[config.mk]
export PLATFORM = sky130hd
export DESIGN_NAME = ita_oup_writer
export DESIGN_NICKNAME = d
export VERILOG_FILES = /design/src/rtl/ita_oup_writer.sv
export SDC_FILE = /design/constraint.sdc
export NUM_CORES = 1
export LEC_CHECK = 0
export BUFFER_PORTS_ARGS = -buffer_cell sky130_fd_sc_hd__buf_2
export CORE_MARGIN = 2
export CORE_UTILIZATION = 59
export DETAILED_ROUTE_END_ITERATION = 8
export PLACE_DENSITY = 0.84
export SLEW_MARGIN = 20
export SYNTH_ARGS = -nofsm -noshare
export SYNTH_HDL_FRONTEND = slang
export SYNTH_SLANG_ARGS = --single-unit
[constraint.sdc]
create_clock -name clk_i -period 9.8 [get_ports clk_i]
set_input_delay 0.98 -clock clk_i [delete_from_list [all_inputs] [get_ports clk_i]]
set_output_delay 0.98 -clock clk_i [all_outputs]
set_load 0.1 [all_outputs]
[src/rtl/ita_oup_writer.sv]
// Output writer: buffers accelerator words in a 2-entry FIFO and writes them to tiled addresses (column outer, row inner).
// Latency: accept at edge k -> mem_req_o in cycle k+1; 1 word/cycle under constant grant. Backpressure: ready_o drops when the FIFO is full.
// Optional ITA_OUP_WRITER_PERF_EN adds a saturating stall_cnt_o (cycles with a request but no grant).
module ita_oup_writer #(
    parameter int unsigned N          = 16,
    parameter int unsigned WI         = 8,
    parameter int unsigned ADDR_WIDTH = 32,
    parameter int unsigned CNT_WIDTH  = 16
) (
    input  logic                  clk_i,
    input  logic                  rst_ni,
    input  logic                  start_i,
    input  logic [ADDR_WIDTH-1:0] base_addr_i,
    input  logic [ADDR_WIDTH-1:0] stride_i,
    input  logic [CNT_WIDTH-1:0]  rows_i,
    input  logic [CNT_WIDTH-1:0]  tiles_i,
    input  logic                  valid_i,
    output logic                  ready_o,
    input  logic [N*WI-1:0]       data_i,
    output logic                  mem_req_o,
    input  logic                  mem_gnt_i,
    output logic [ADDR_WIDTH-1:0] mem_addr_o,
    output logic [N*WI-1:0]       mem_wdata_o,
    output logic [N-1:0]          mem_be_o,
    output logic                  busy_o,
    output logic                  done_o
`ifdef ITA_OUP_WRITER_PERF_EN
    ,
    output logic [31:0]           stall_cnt_o
`endif
);

    typedef enum logic [1:0] {IDLE, RUN, DRAIN, DONE} state_e;

    localparam logic [ADDR_WIDTH-1:0] TILE_BYTES = ADDR_WIDTH'(N);
    localparam logic [CNT_WIDTH-1:0]  ONE        = CNT_WIDTH'(1);

    state_e                state_q;
    logic [ADDR_WIDTH-1:0] stride_q;
    logic [ADDR_WIDTH-1:0] row_ptr_q;
    logic [ADDR_WIDTH-1:0] col_base_q;
    logic [CNT_WIDTH-1:0]  rows_q;
    logic [CNT_WIDTH-1:0]  tiles_q;
    logic [CNT_WIDTH-1:0]  in_row_q;
    logic [CNT_WIDTH-1:0]  in_tile_q;
    logic [CNT_WIDTH-1:0]  out_row_q;
    logic [N*WI-1:0]       fifo_q [2];
    logic                  wr_ptr_q;
    logic                  rd_ptr_q;
    logic [1:0]            fifo_cnt_q;
    logic [1:0]            fifo_cnt_d;

    logic                  push;
    logic                  pop;
    logic                  last_in;
    logic [CNT_WIDTH-1:0]  rows_m1;
    logic [CNT_WIDTH-1:0]  tiles_m1;

    assign rows_m1  = rows_q - ONE;
    assign tiles_m1 = tiles_q - ONE;
    assign push     = valid_i && ready_o;
    assign pop      = mem_req_o && mem_gnt_i;
    assign last_in  = (in_row_q == rows_m1) && (in_tile_q == tiles_m1);

    always_comb begin
        fifo_cnt_d = fifo_cnt_q;
        case ({push, pop})
            2'b10:   fifo_cnt_d = fifo_cnt_q + 2'd1;
            2'b01:   fifo_cnt_d = fifo_cnt_q - 2'd1;
            default: fifo_cnt_d = fifo_cnt_q;
        endcase
    end

    always_ff @(posedge clk_i or negedge rst_ni) begin
        if (!rst_ni) begin
            state_q    <= IDLE;
            stride_q   <= '0;
            row_ptr_q  <= '0;
            col_base_q <= '0;
            rows_q     <= '0;
            tiles_q    <= '0;
            in_row_q   <= '0;
            in_tile_q  <= '0;
            out_row_q  <= '0;
            fifo_q[0]  <= '0;
            fifo_q[1]  <= '0;
            wr_ptr_q   <= 1'b0;
            rd_ptr_q   <= 1'b0;
            fifo_cnt_q <= 2'd0;
        end else begin
            fifo_cnt_q <= fifo_cnt_d;
            if (push) begin
                fifo_q[wr_ptr_q] <= data_i;
                wr_ptr_q         <= ~wr_ptr_q;
                if (in_row_q == rows_m1) begin
                    in_row_q  <= '0;
                    in_tile_q <= in_tile_q + ONE;
                end else begin
                    in_row_q <= in_row_q + ONE;
                end
            end
            // Address pointer follows the FIFO head, so it moves only on a grant.
            if (pop) begin
                rd_ptr_q <= ~rd_ptr_q;
                if (out_row_q == rows_m1) begin
                    out_row_q  <= '0;
                    col_base_q <= col_base_q + TILE_BYTES;
                    row_ptr_q  <= col_base_q + TILE_BYTES;
                end else begin
                    out_row_q <= out_row_q + ONE;
                    row_ptr_q <= row_ptr_q + stride_q;
                end
            end
            case (state_q)
                IDLE: begin
                    if (start_i) begin
                        stride_q   <= stride_i;
                        rows_q     <= rows_i;
                        tiles_q    <= tiles_i;
                        row_ptr_q  <= base_addr_i;
                        col_base_q <= base_addr_i;
                        in_row_q   <= '0;
                        in_tile_q  <= '0;
                        out_row_q  <= '0;
                        state_q    <= (rows_i == '0 || tiles_i == '0) ? DONE : RUN;
                    end
                end
                RUN: begin
                    if (push && last_in) state_q <= DRAIN;
                end
                DRAIN: begin
                    if (fifo_cnt_d == 2'd0) state_q <= DONE;
                end
                default: state_q <= IDLE;
            endcase
        end
    end

    // Leaving RUN on the last accept keeps ready_o low once the job's words are in.
    assign ready_o     = (state_q == RUN) && (fifo_cnt_q != 2'd2);
    assign mem_req_o   = (fifo_cnt_q != 2'd0);
    assign mem_addr_o  = row_ptr_q;
    assign mem_wdata_o = fifo_q[rd_ptr_q];
    assign mem_be_o    = {N{mem_req_o}};
    assign busy_o      = (state_q == RUN) || (state_q == DRAIN);
    assign done_o      = (state_q == DONE);

`ifdef ITA_OUP_WRITER_PERF_EN
    logic [31:0] stall_cnt_q;

    always_ff @(posedge clk_i or negedge rst_ni) begin
        if (!rst_ni) begin
            stall_cnt_q <= '0;
        end else if (state_q == IDLE && start_i) begin
            stall_cnt_q <= '0;
        end else if (mem_req_o && !mem_gnt_i && stall_cnt_q != 32'hFFFF_FFFF) begin
            stall_cnt_q <= stall_cnt_q + 32'd1;
        end
    end

    assign stall_cnt_o = stall_cnt_q;
`endif

endmodule

# Word-level counts from Yosys, hierarchy flattened
# Cells that the tools add are included.
word_totals:
  register_bits: 438
  latch_bits: 0
  mem_bits_rw: 0
  mem_bits_ro: 0
  in_bits: 229
  output_inout_bits: 180
  word_cells: 89
  memories: 0
classes:
  n_addsub: 9
  multipliers: 0
  div: 0
  order_cmp: 3
  eq_ne: 12
  shift: 0
  n_mux: 32
  bitwise_logic: 4
  reduce_logical: 15
ops:
  columns: ["operator", "count"]
  rows:
  - ["$mux W128", 4]
  - ["$bwmux W256", 1]
  - ["$mux W32", 8]
  - ["$mux W16", 12]
  - ["$demux W128 S1", 1]
  - ["$add A16 B1 Y16 const B", 3]
  - ["$eq A16 B16 Y1", 3]
  - ["$add A32 B32 Y32", 1]
  - ["$add A32 B5 Y32 const B", 1]
  - ["$logic_not A16 Y1", 2]
  - ["$sub A16 B1 Y16 const B", 2]
  - ["$mux W2", 4]
  - ["$ne A2 B2 Y1 const B", 4]
  - ["$eq A2 B2 Y1 const B", 3]
  - ["$logic_and A1 B1 Y1", 6]
  - ["$pmux W2 S3", 1]
  - ["$eq A2 B1 Y1 const B", 2]
  - ["$ge A2 B2 Y1 const B", 2]
  - ["$logic_not A2 Y1", 2]
  - ["$not A1 Y2", 2]
  - ["$pmux W2 S2", 1]
  - ["$reduce_and A3 Y1", 1]
  - ["$add A2 B1 Y2 const B", 1]
  - ["$logic_or A1 B1 Y1", 2]
  - ["5 further kinds", 6]

# Depth between registers and ports, before layout
# Gate-level depths: netlist of the first run.
depth:
  depth_word: 8
  depth_mapped: 15
  mapped_depth_nobuf: 12

# Least setup slack after synthesis of the first run
# OpenSTA, ideal clock, no wires.
synth_timing:
  path_type: "register -> register"
  start: "register state_q[1]"
  end: "register state_q[1]"
  setup_time_ns: 0.128
  arrival_ns: 4.743
  required_ns: 9.672
  path_slack_ns: 4.930
  path_stages_with_launch: 13
  n_path_buf: 1
  period_less_slack_ns: 4.870
  cell_sequence: "dfrtp_1 inv_1 ha_1 a21boi_0 and2_1 clkbuf_1 inv_1 ha_1 nor2_1 xor2_1 o21ai_0 nand3_1 mux2_1"
synth_via:
  elab_chain_cells: 8
  word_cells_on_any_way: 15
  cone_classes: "7 x eq/ne; 2 x mux; 6 x reduce/logical"
synth_lines:
  columns: ["item", "line", "rtl"]
  rows:
  - ["from (decl)", "38", "state_e state_q;"]
  - ["from (signal assigned)", "125", "state_q <= (rows_i == '0 || tiles_i == '0) ? DONE : RUN;"]
  - ["$eq A2 B1 Y1 (*)", "140", "assign ready_o = (state_q == RUN) && (fifo_cnt_q != 2'd2);"]
  - ["$logic_and A1 B1 Y1 (*)", "140", null]
  - ["net ready_o", "18", "output logic ready_o,"]
  - ["$logic_and A1 B1 Y1 (*)", "61", "assign push = valid_i && ready_o;"]
  - ["$eq A2 B1 Y1 / $eq A2 B2 Y1 (equally long branches)", "67", "case ({push, pop})"]
  - ["$pmux W2 S2 (*)", "67", null]
  - ["net fifo_cnt_d[1]", "51", "logic [1:0] fifo_cnt_d;"]
  - ["$logic_not A2 Y1 (*)", "132", "if (fifo_cnt_d == 2'd0) state_q <= DONE;"]
  - ["$ne A2 B2 Y1 (no source line) (*)", null, null]
  - ["$reduce_and A3 Y1 (no source line) (*)", null, null]
# Mark *: on every way through the listed nets, which the timed path passes. The rest lies on a longest branch.
# A chain may end at the register's enable or synchronous reset.

# Worst setup path after layout of the first run
layout_timing:
  start: "register rows_q[3]"
  end: "register col_base_q[16]"
layout_via:
  elab_chain_cells: 6
layout_lines:
  columns: ["item", "line", "rtl"]
  rows:
  - ["from (decl)", "42", "logic [CNT_WIDTH-1:0] rows_q;"]
  - ["from (signal assigned)", "118", "rows_q <= rows_i;"]
  - ["$sub A16 B1 Y16 (*)", "59", "assign rows_m1 = rows_q - ONE;"]
  - ["$eq A16 B16 Y1 (*)", "105", "if (out_row_q == rows_m1) begin"]
  - ["$mux W32 (*)", "105", null]
  - ["$mux W32 (*)", "103", "if (pop) begin"]
  - ["$mux W32", "116", "if (start_i) begin"]
  - ["$mux W32 (*)", "114", "case (state_q)"]
  - ["to (signal assigned)", "107", "col_base_q <= col_base_q + TILE_BYTES;"]
  - ["to (signal assigned)", "121", "col_base_q <= base_addr_i;"]
  - ["to (decl)", "41", "logic [ADDR_WIDTH-1:0] col_base_q;"]
# Mark *: on every way between the ends. The rest lies on a longest branch, timed or not.

==> flow_summary.toml, run 1 <==
[yosys]
syn_area_sq_mm = 0.02319
synth_edf_count = 0
syn_nets = 2446
yosysTopAreaCellShare = 0.4726
postSynthCellCount = 2174
async_reset_ff_frac = 1.000
synth_flop_cell = "dfrtp_1"
seq_area_frac_synth = 0.4726
yosysTopAreaCell = "dfrtp_1"
ys_warn_count = 0
synthTopCellsByArea = "dfrtp_1, mux2_2, nand2_1"
synth.avg_cell_area_sq_um = 10.67
synth.distinct_cells = 79
ys_ff_latch = 438

[clock_tree]
cts.path.max_buffers = 3
hold_buffers = 0
tritoncts = "yes"
cts-buffers-inserted = 47
clkLatencyLatePin_ps = 600
htree_levels = 2
clkTransAtPathRegs_ps = 60
ctsResizeCount = 0
cts_setup_buffers = 0
cts-root-buf = "clkbuf_16"
cts_sinks = 438

[global_route]
grt_antenna_before_repair = 11
first_global_vias = 18500
grt_use_met2 = 0.4971
grtUsageTotal = 0.2977
top_usage_layer = "met2"
use_met3 = 0.04966
grt_start_max_net_pins = 192
grt_pass1_wl_um = 97480
use_met1 = 0.3743
grt_overflow_total = 0

[outcome]
outcome = "finished clean"

[floorplan]
rows = 72
start_util = 0.5987
dieHeight_um = 202.3
dieArea_sq_mm = 0.04091
coreArea_sq_mm = 0.03874
dieWidth_um = 202.3
ios = 409

[worst_setup_path]
cpMostUsedCell = "nand4_1"
crit_required_ps = 10220
arrival_ps = 5560
slowest_delay_ps = 980
worstSetupPathType = "reg2reg"
crit_slowest_cell = "nor2_2"
start_kind = "flop"
endpoint_kind = "flop"
path_cells = "or4_1, nor4_1, xor3_1, nor4b_2, nand4_1, nor2_2, nand4_1, xor2_1, a21oi_1"
cp_max_fo = 20

[timing]
period_share = 0.5245
rsz0062_at_grt = "no"
worstMarginPinSlew_ps = 1110
max_freq_mhz = 194.5
finalSetupTns_ps = 0
max_slew_margin = 0.2601
finalHoldViolCount = 0
slew_viol_final = 0
finClkSkew_ps = 22.95
setup_violations = 0
period_needed_ps = 5140

[route]
drt-wirelength-per-cell_um = 20.06
drt_wl_total_um = 61430
drc = 0
drt-initial-drc-count = 1121
first_pass_iters = 5
drtAntennaViolNets = 0
num_vias = 17874
via_per_inst = 5.837

[final_layout]
n_fill_cell = 2849
layout.nets = 2770
final_cells = 3062
syn2layout_area_growth_pct = 16.16
register_area_sq_mm = 0.01096
multiInputGateArea_sq_mm = 0.01149
drive_gt1_frac = 0.3604

[placed_design]
port_buffers = 408
gp_congestion = 0.9414
dp.cells = 2967
dp_hpwl_um = 42800

[hold_path]
worstHoldPathType = "in2async"

[flow_run]
maxCapViolCount = 0
## area by class of cell
class | instances | share of cell area
inverter | 30 | 0.004180
clock inverter | 15 | 0.006548
clock buffer | 69 | 0.05081
tap | 518 | 0.02406
sequential | 438 | 0.4070
timing repair buffer | 418 | 0.07988
antenna | 11 | 0.001022
multi-input combinational | 1563 | 0.4266
## through the flow
stage | utilization | setup WS (ps) | cell area, sq um | hold WS (ps)
after floorplan | - | 4930 | 23190 | 439.1
after global placement | 0.6549 | 4873 | 25370 | 460.4
after detailed placement | 0.6549 | 4742 | 25370 | 467.1
after CTS | 0.6948 | 4711 | 26910 | 426.1
after global routing | 0.6954 | 4391 | 26940 | 467.2
final | 0.6955 | 4660 | 26940 | 428.4
## Yosys cell counts (6+ instances only)
library cell and count:
nor3_1 33, o21ai_0 60, buf_1 12, nand4_1 25, nor2_1 130, a211oi_1 13
nor2_2 10, nand3_1 67, inv_1 30, o211ai_1 19, nand2b_1 10, ha_1 42
or4_1 6, buf_2 15, a21o_1 11, a21oi_1 79, dfrtp_1 438, buf_4 16
nor4_1 31, mux2i_1 12, clkbuf_1 95, a31oi_1 12, nand2_1 302, or2_2 6
xor2_1 74, xnor2_1 104, o21ai_1 8, or3_1 11, and3_1 16, mux2_2 385
nor2b_1 10
## critical path: cells and delay by family, from the launching register on
kind | cells | cell delay [ps]
and+or+nand+nor | 6 | 3830
AOI/OAI and AO/OA | 1 | 80
xor gates and xnor gates | 2 | 510
DFF | 1 | 530
## placed cells by master (no fill, tap or decap), drive strengths merged, types with 10 or more instances in the layout
master / n
and3: 16
a21oi: 79
xor2: 74
inv: 31
nand4: 26
nor3: 36
mux2: 386
o211ai: 19
dfrtp: 438
nand2b: 10
nand2: 303
ha: 42
nand3: 67
mux2i: 12
a211oi: 13
xnor2: 104
a31oi: 12
or3: 11
clkbuf: 69
nor4: 34
o21ai: 68
diode: 11
nor2b: 10
nor2: 141
a21o: 11
buf: 418
## logic make-up after synthesis
group | Yosys count | share of synthesized area
mux | 398 | 0.1926
simple gates | 691 | 0.1406
compound gates | 249 | 0.06657
flops | 438 | 0.4726
fa+ha+maj | 43 | 0.02352
xor+xnor | 182 | 0.07115
buf+inv | 173 | 0.03301
## sequential cells by signal (all words and copies together) (netlist names)
name        cells
rd_ptr_q        1
in_row_q       16
col_base_q     32
out_row_q      16
rows_q         16
wr_ptr_q        1
fifo_cnt_q      2
in_tile_q      16
tiles_q        16
fifo_q        256
mem_addr_o     32
state_q         2
stride_q       32
## per-layer routing
| layer | part of all wire | wire length (um) | vias up |
|---|---|---|---|
| met5 | 0.00021 | 13 | - |
| met4 | 0.048 | 2967 | 2 |
| met3 | 0.058 | 3551 | 185 |
| met2 | 0.50 | 30500 | 624 |
| met1 | 0.40 | 24390 | 8820 |
| li1 | - | - | 8243 |
## path summary, 6_finish.rpt
kind	from	end	slack, ps	cells past startpoint
max	rows_q[3]$_DFFE_PN0P_	col_base_q[16]$_DFF_PN0_	4660	9
min	rst_ni	tiles_q[1]$_DFFE_PN0P_	430	1
max reg2reg	rows_q[3]$_DFFE_PN0P_	col_base_q[16]$_DFF_PN0_	4660	9
min reg2reg	stride_q[22]$_DFFE_PN0P_	stride_q[22]$_DFFE_PN0P_	480	2
max in group asynchronous	rst_ni	fifo_q[57]$_DFFE_PN0P_	7900	2
min in group clk_i	stride_q[22]$_DFFE_PN0P_	stride_q[22]$_DFFE_PN0P_	480	2
Power of run 1 is left out: the tool's default activity adds up to more than one toggle a clock period on the data nets, which glitch-free logic cannot reach.
==> inputs of run 2 (changes only) <==
--- a/config.mk
+++ b/config.mk
@@ -7,9 +7,9 @@
 export LEC_CHECK = 0
 export BUFFER_PORTS_ARGS = -buffer_cell sky130_fd_sc_hd__buf_2
 export CORE_MARGIN = 2
-export CORE_UTILIZATION = 59
+export CORE_UTILIZATION = 57
 export DETAILED_ROUTE_END_ITERATION = 8
-export PLACE_DENSITY = 0.84
+export PLACE_DENSITY = 0.81
 export SLEW_MARGIN = 20
 export SYNTH_ARGS = -nofsm -noshare
 export SYNTH_HDL_FRONTEND = slang
==> constraint.sdc (replaced) <==
create_clock -name clk_i -period 4.75 [get_ports clk_i]
set_input_delay 0.475 -clock clk_i [delete_from_list [all_inputs] [get_ports clk_i]]
set_output_delay 0.475 -clock clk_i [all_outputs]
set_load 0.1 [all_outputs]
==> flow_summary.toml, run 2 (synthesis results as in run 1) <==
[final_layout]
drive_gt1_frac = 0.3641
n_fill_cell = 2989
final_core_util = 0.6812
syn2layout_area_growth_pct = 17.23
final_common_cell = "dfrtp_1"
register_area_sq_mm = 0.01096
layout.nets = 2779
mostFrequentLayoutCells = "dfrtp_1, buf_2, mux2_2"
top_register = "fifo_q"
largest_reg_flops = 256
multiInputGateArea_sq_mm = 0.01149

[clock_tree]
clkLatencyLatePin_ps = 590
cts.path.max_buffers = 3
ctsResizeCount = 0
htree_levels = 2
clkTransAtPathRegs_ps = 60
cts_sinks = 438
cts-buffers-inserted = 48
cts-root-buf = "clkbuf_16"
hold_buffers = 0
cts_setup_buffers = 0
tritoncts = "yes"

[floorplan]
ios = 409
coreArea_sq_mm = 0.03991
dieArea_sq_mm = 0.04232
rows = 73
dieHeight_um = 205.7
dieWidth_um = 205.7
start_util = 0.5811

[route]
via_per_inst = 5.823
drc = 0
drt-initial-drc-count = 1273
drt-wirelength-per-cell_um = 20.19
first_pass_iters = 5
drt_wl_total_um = 62250
num_vias = 17951
drtAntennaViolNets = 0

[worst_setup_path]
rr_startpoint = "rows_q[3]$_DFFE_PN0P_"
crit_cells = 8
rr_worst_depth = 8
critPathTopFamily = "simple AND/OR/NAND/NOR gates"
regToRegSetupSlack_ps = 640
crit_required_ps = 5180
slowest_delay_ps = 920
worstSetupPathType = "reg2reg"
arrival_ps = 4530
endpoint_kind = "flop"
cp_max_fo = 26
start_kind = "flop"
crit_slowest_cell = "or4_1"
reg2reg_to = "mem_addr_o[10]$_DFF_PN0_"
path_buf_inv = 0
path_cells = "or4_1, nor4_1, xor3_1, nor4b_2, and4_1, nand2_4, nand2_1, o211ai_1"

[global_route]
grt_antenna_before_repair = 9
first_global_vias = 18646
grt_overflow_total = 0
grtUsageTotal = 0.2931
grt_start_max_net_pins = 129
grt_pass1_wl_um = 98290

[timing]
period_needed_ps = 4105
hold_ws_ps = -17.39
period_share = 0.8643
slew_viol_final = 0
finalSetupTns_ps = 0
max_slew_margin = 0.3388
max_freq_mhz = 243.6
worstMarginPinSlew_ps = 988.7
setup_violations = 0
finClkSkew_ps = 19.51
rsz0062_at_grt = "no"
finalHoldViolCount = 3

[outcome]
outcome = "finished, violations left"
violations = "negative hold slack"

[placed_design]
dp_hpwl_um = 43580
gp_congestion = 0.9302
port_buffers = 408

[hold_path]
worstHoldPathType = "in2async"

[flow_run]
maxCapViolCount = 0
[run 2: final cells by class]
class | count | area share
diodes | 12 | 0.001104
inverters | 30 | 0.004142
clock inverters | 15 | 0.007225
multi-input cells | 1563 | 0.4228
repair buffers | 426 | 0.08320
flip-flops and latches | 438 | 0.4033
well taps | 525 | 0.02416
clock buffers | 74 | 0.05412
[run 2: worst max-delay path by stage]
stage / end / start
2_1_floorplan: state_q[1]$_DFFE_PN0P_ / state_q[1]$_DFFE_PN0P_
3_3_place_gp: mem_addr_o[10]$_DFF_PN0_ / rows_q[3]$_DFFE_PN0P_
3_5_place_dp: mem_addr_o[10]$_DFF_PN0_ / rows_q[3]$_DFFE_PN0P_
4_1_cts: mem_addr_o[10]$_DFF_PN0_ / rows_q[3]$_DFFE_PN0P_
5_1_grt: col_base_q[16]$_DFF_PN0_ / rows_q[3]$_DFFE_PN0P_
6_report: mem_addr_o[10]$_DFF_PN0_ / rows_q[3]$_DFFE_PN0P_
[run 2: layer usage]
metal / wire length (um) / vias to the layer above / global-route usage
li1: - / 8268 / -
met1: 24690 / 8879 / 0.3623
met2: 30910 / 615 / 0.4883
met3: 3808 / 187 / 0.06066
met4: 2827 / 2 / 0.1470
met5: 12 / - / 0
[run 2: worst reg2reg max path, stage by stage, from the launching register on]
cell and delay (ps):
dfrtp_1 530, or4_1 920, nor4_1 580, xor3_1 340, nor4b_2 290, and4_1 310, nand2_4 240, nand2_1 570
o211ai_1 180
[run 2: per-stage QoR]
step / cell area, sq um / setup WS [ps] / instances / hold WS [ps]
5_1_grt: 27180 / 319.4 / 3078 / 52.80
2_1_floorplan: 23190 / 669.0 / 2174 / 179.4
6_report: 27190 / 644.8 / 3083 / -17.39
3_3_place_gp: 25490 / 789.7 / 2982 / 453.0
3_5_place_dp: 25490 / 683.1 / 2982 / 458.4
4_1_cts: 27160 / 652.0 / 3071 / 16.09
Power of run 2 is left out for the same reason.
==> inputs of run 3 (changes only) <==
==> constraint.sdc (replaced) <==
create_clock -name clk_i -period 4.56 [get_ports clk_i]
set_input_delay 0.456 -clock clk_i [delete_from_list [all_inputs] [get_ports clk_i]]
set_output_delay 0.456 -clock clk_i [all_outputs]
set_load 0.1 [all_outputs]
==> flow_summary.toml, run 3 (synthesis results as in run 1) <==
[outcome]
outcome = "finished, violations left"
violations = "negative hold slack"

[placed_design]
port_buffers = 408
dp_hpwl_um = 43720
gp_congestion = 0.9189
preCtsSetupSlack_ps = 508.3

[global_route]
grt_antenna_before_repair = 7
grtUsageTotal = 0.2921
grt_pass1_wl_um = 97970
grt_overflow_total = 0
first_global_vias = 18377
grt_start_max_net_pins = 125

[timing]
rsz0062_at_grt = "no"
slew_viol_final = 0
max_freq_mhz = 244.2
finalHoldViolCount = 3
setup_violations = 0
fin_ws_ps = 465.2
finalSetupTns_ps = 0
worstMarginPinSlew_ps = 1010
period_share = 0.8980
max_slew_margin = 0.3269
period_needed_ps = 4095
hold_ws_ps = -6.240
finClkSkew_ps = 21.33

[clock_tree]
cts_sinks = 438
cts_setup_buffers = 0
cts.path.max_buffers = 3
cts-buffers-inserted = 48
htree_levels = 2
clkLatencyLatePin_ps = 580
ctsResizeCount = 0
hold_buffers = 0
clkTransAtPathRegs_ps = 60
tritoncts = "yes"
cts-root-buf = "clkbuf_16"

[worst_setup_path]
slowest_delay_ps = 890
crit_slowest_cell = "or4_1"
regToRegSetupSlack_ps = 470
worstSetupPathType = "reg2reg"
path_cells = "or4_1, nor4_1, xor3_1, nor4b_2, and4_1, nand2_4, nand2_1, nor2_1, nor3_1"
rr_worst_depth = 9
arrival_ps = 4590
cp_max_fo = 26
crit_required_ps = 5050
start_kind = "flop"
endpoint_kind = "flop"

[route]
drc = 0
first_pass_iters = 5
via_per_inst = 5.810
drtAntennaViolNets = 0
drt-wirelength-per-cell_um = 20.20
num_vias = 17873
drt-initial-drc-count = 1297
drt_wl_total_um = 62120

[floorplan]
dieArea_sq_mm = 0.04232
dieHeight_um = 205.7
start_util = 0.5811
dieWidth_um = 205.7
ios = 409
coreArea_sq_mm = 0.03991
rows = 73

[final_layout]
syn2layout_area_growth_pct = 16.79
top_register = "fifo_q"
largest_reg_flops = 256
final_common_cell = "dfrtp_1"
multiInputGateArea_sq_mm = 0.01149
mostFrequentLayoutCells = "dfrtp_1, buf_2, mux2_2"
register_area_sq_mm = 0.01096
layout.nets = 2781
final_core_util = 0.6787
drive_gt1_frac = 0.3647
n_fill_cell = 3030

[flow_run]
maxCapViolCount = 0

[hold_path]
worstHoldPathType = "in2async"
run 3: changes by cell type in the layout (fill, tap and decap cells not counted):
| cell | previous run | this run |
|---|---|---|
| buf_12 | 6 | 7 |
| buf_4 | 12 | 13 |
| bufinv_16 | 4 | 3 |
| clkbuf_1 | 11 | 7 |
| clkbuf_16 | 50 | 49 |
| clkbuf_8 | 13 | 7 |
| clkinv_2 | 7 | 10 |
| clkinv_8 | 1 | 0 |
| clkinvlp_4 | 1 | 2 |
| diode_2 | 12 | 9 |
| inv_6 | 0 | 3 |
run 3: critical path, delay by kind of cell (launching register included):
kind	cells	cell delay (ps)
DFF	1	540
xor gates and xnor gates	1	340
and+or+nand+nor	8	3130
run 3: worst paths after layout:
| check | startpoint | end |
|---|---|---|
| max in group asynchronous | rst_ni | fifo_q[189]$_DFFE_PN0P_ |
| max reg2reg | rows_q[3]$_DFFE_PN0P_ | mem_addr_o[17]$_DFF_PN0_ |
| min in group clk_i | stride_i[30] | stride_q[30]$_DFFE_PN0P_ |
| min | rst_ni | in_tile_q[0]$_DFF_PN0_ |
| max | rows_q[3]$_DFFE_PN0P_ | mem_addr_o[17]$_DFF_PN0_ |
| min reg2reg | col_base_q[2]$_DFFE_PN0P_ | col_base_q[2]$_DFFE_PN0P_ |
run 3: layout make-up:
cell class                      instances  area share
Timing Repair Buffer                  428     0.08453
Antenna cell                            9   0.0008314
Clock inverter                         20    0.007344
Inverter                               30    0.004157
Clock buffer                           63     0.04979
Sequential cell                       438      0.4048
Multi-Input combinational cell       1563      0.4243
Tap cell                              525     0.02425
run 3: per-layer routing:
metal  track usage  up-vias  routed length [um]
li1              -     8250                   -
met1        0.3726     8849               25170
met2        0.4888      601               30920
met3       0.04862      171                3497
met4        0.1328        2                2523
met5             0        -                  11
run 3: per-stage QoR:
stage | instances | area, sq um
after CTS | 3067 | 27070
after floorplan | 2174 | 23190
final | 3076 | 27090
after detailed placement | 2984 | 25520
after global routing | 3072 | 27080
after global placement | 2984 | 25520
Power of run 3 is left out for the same reason.
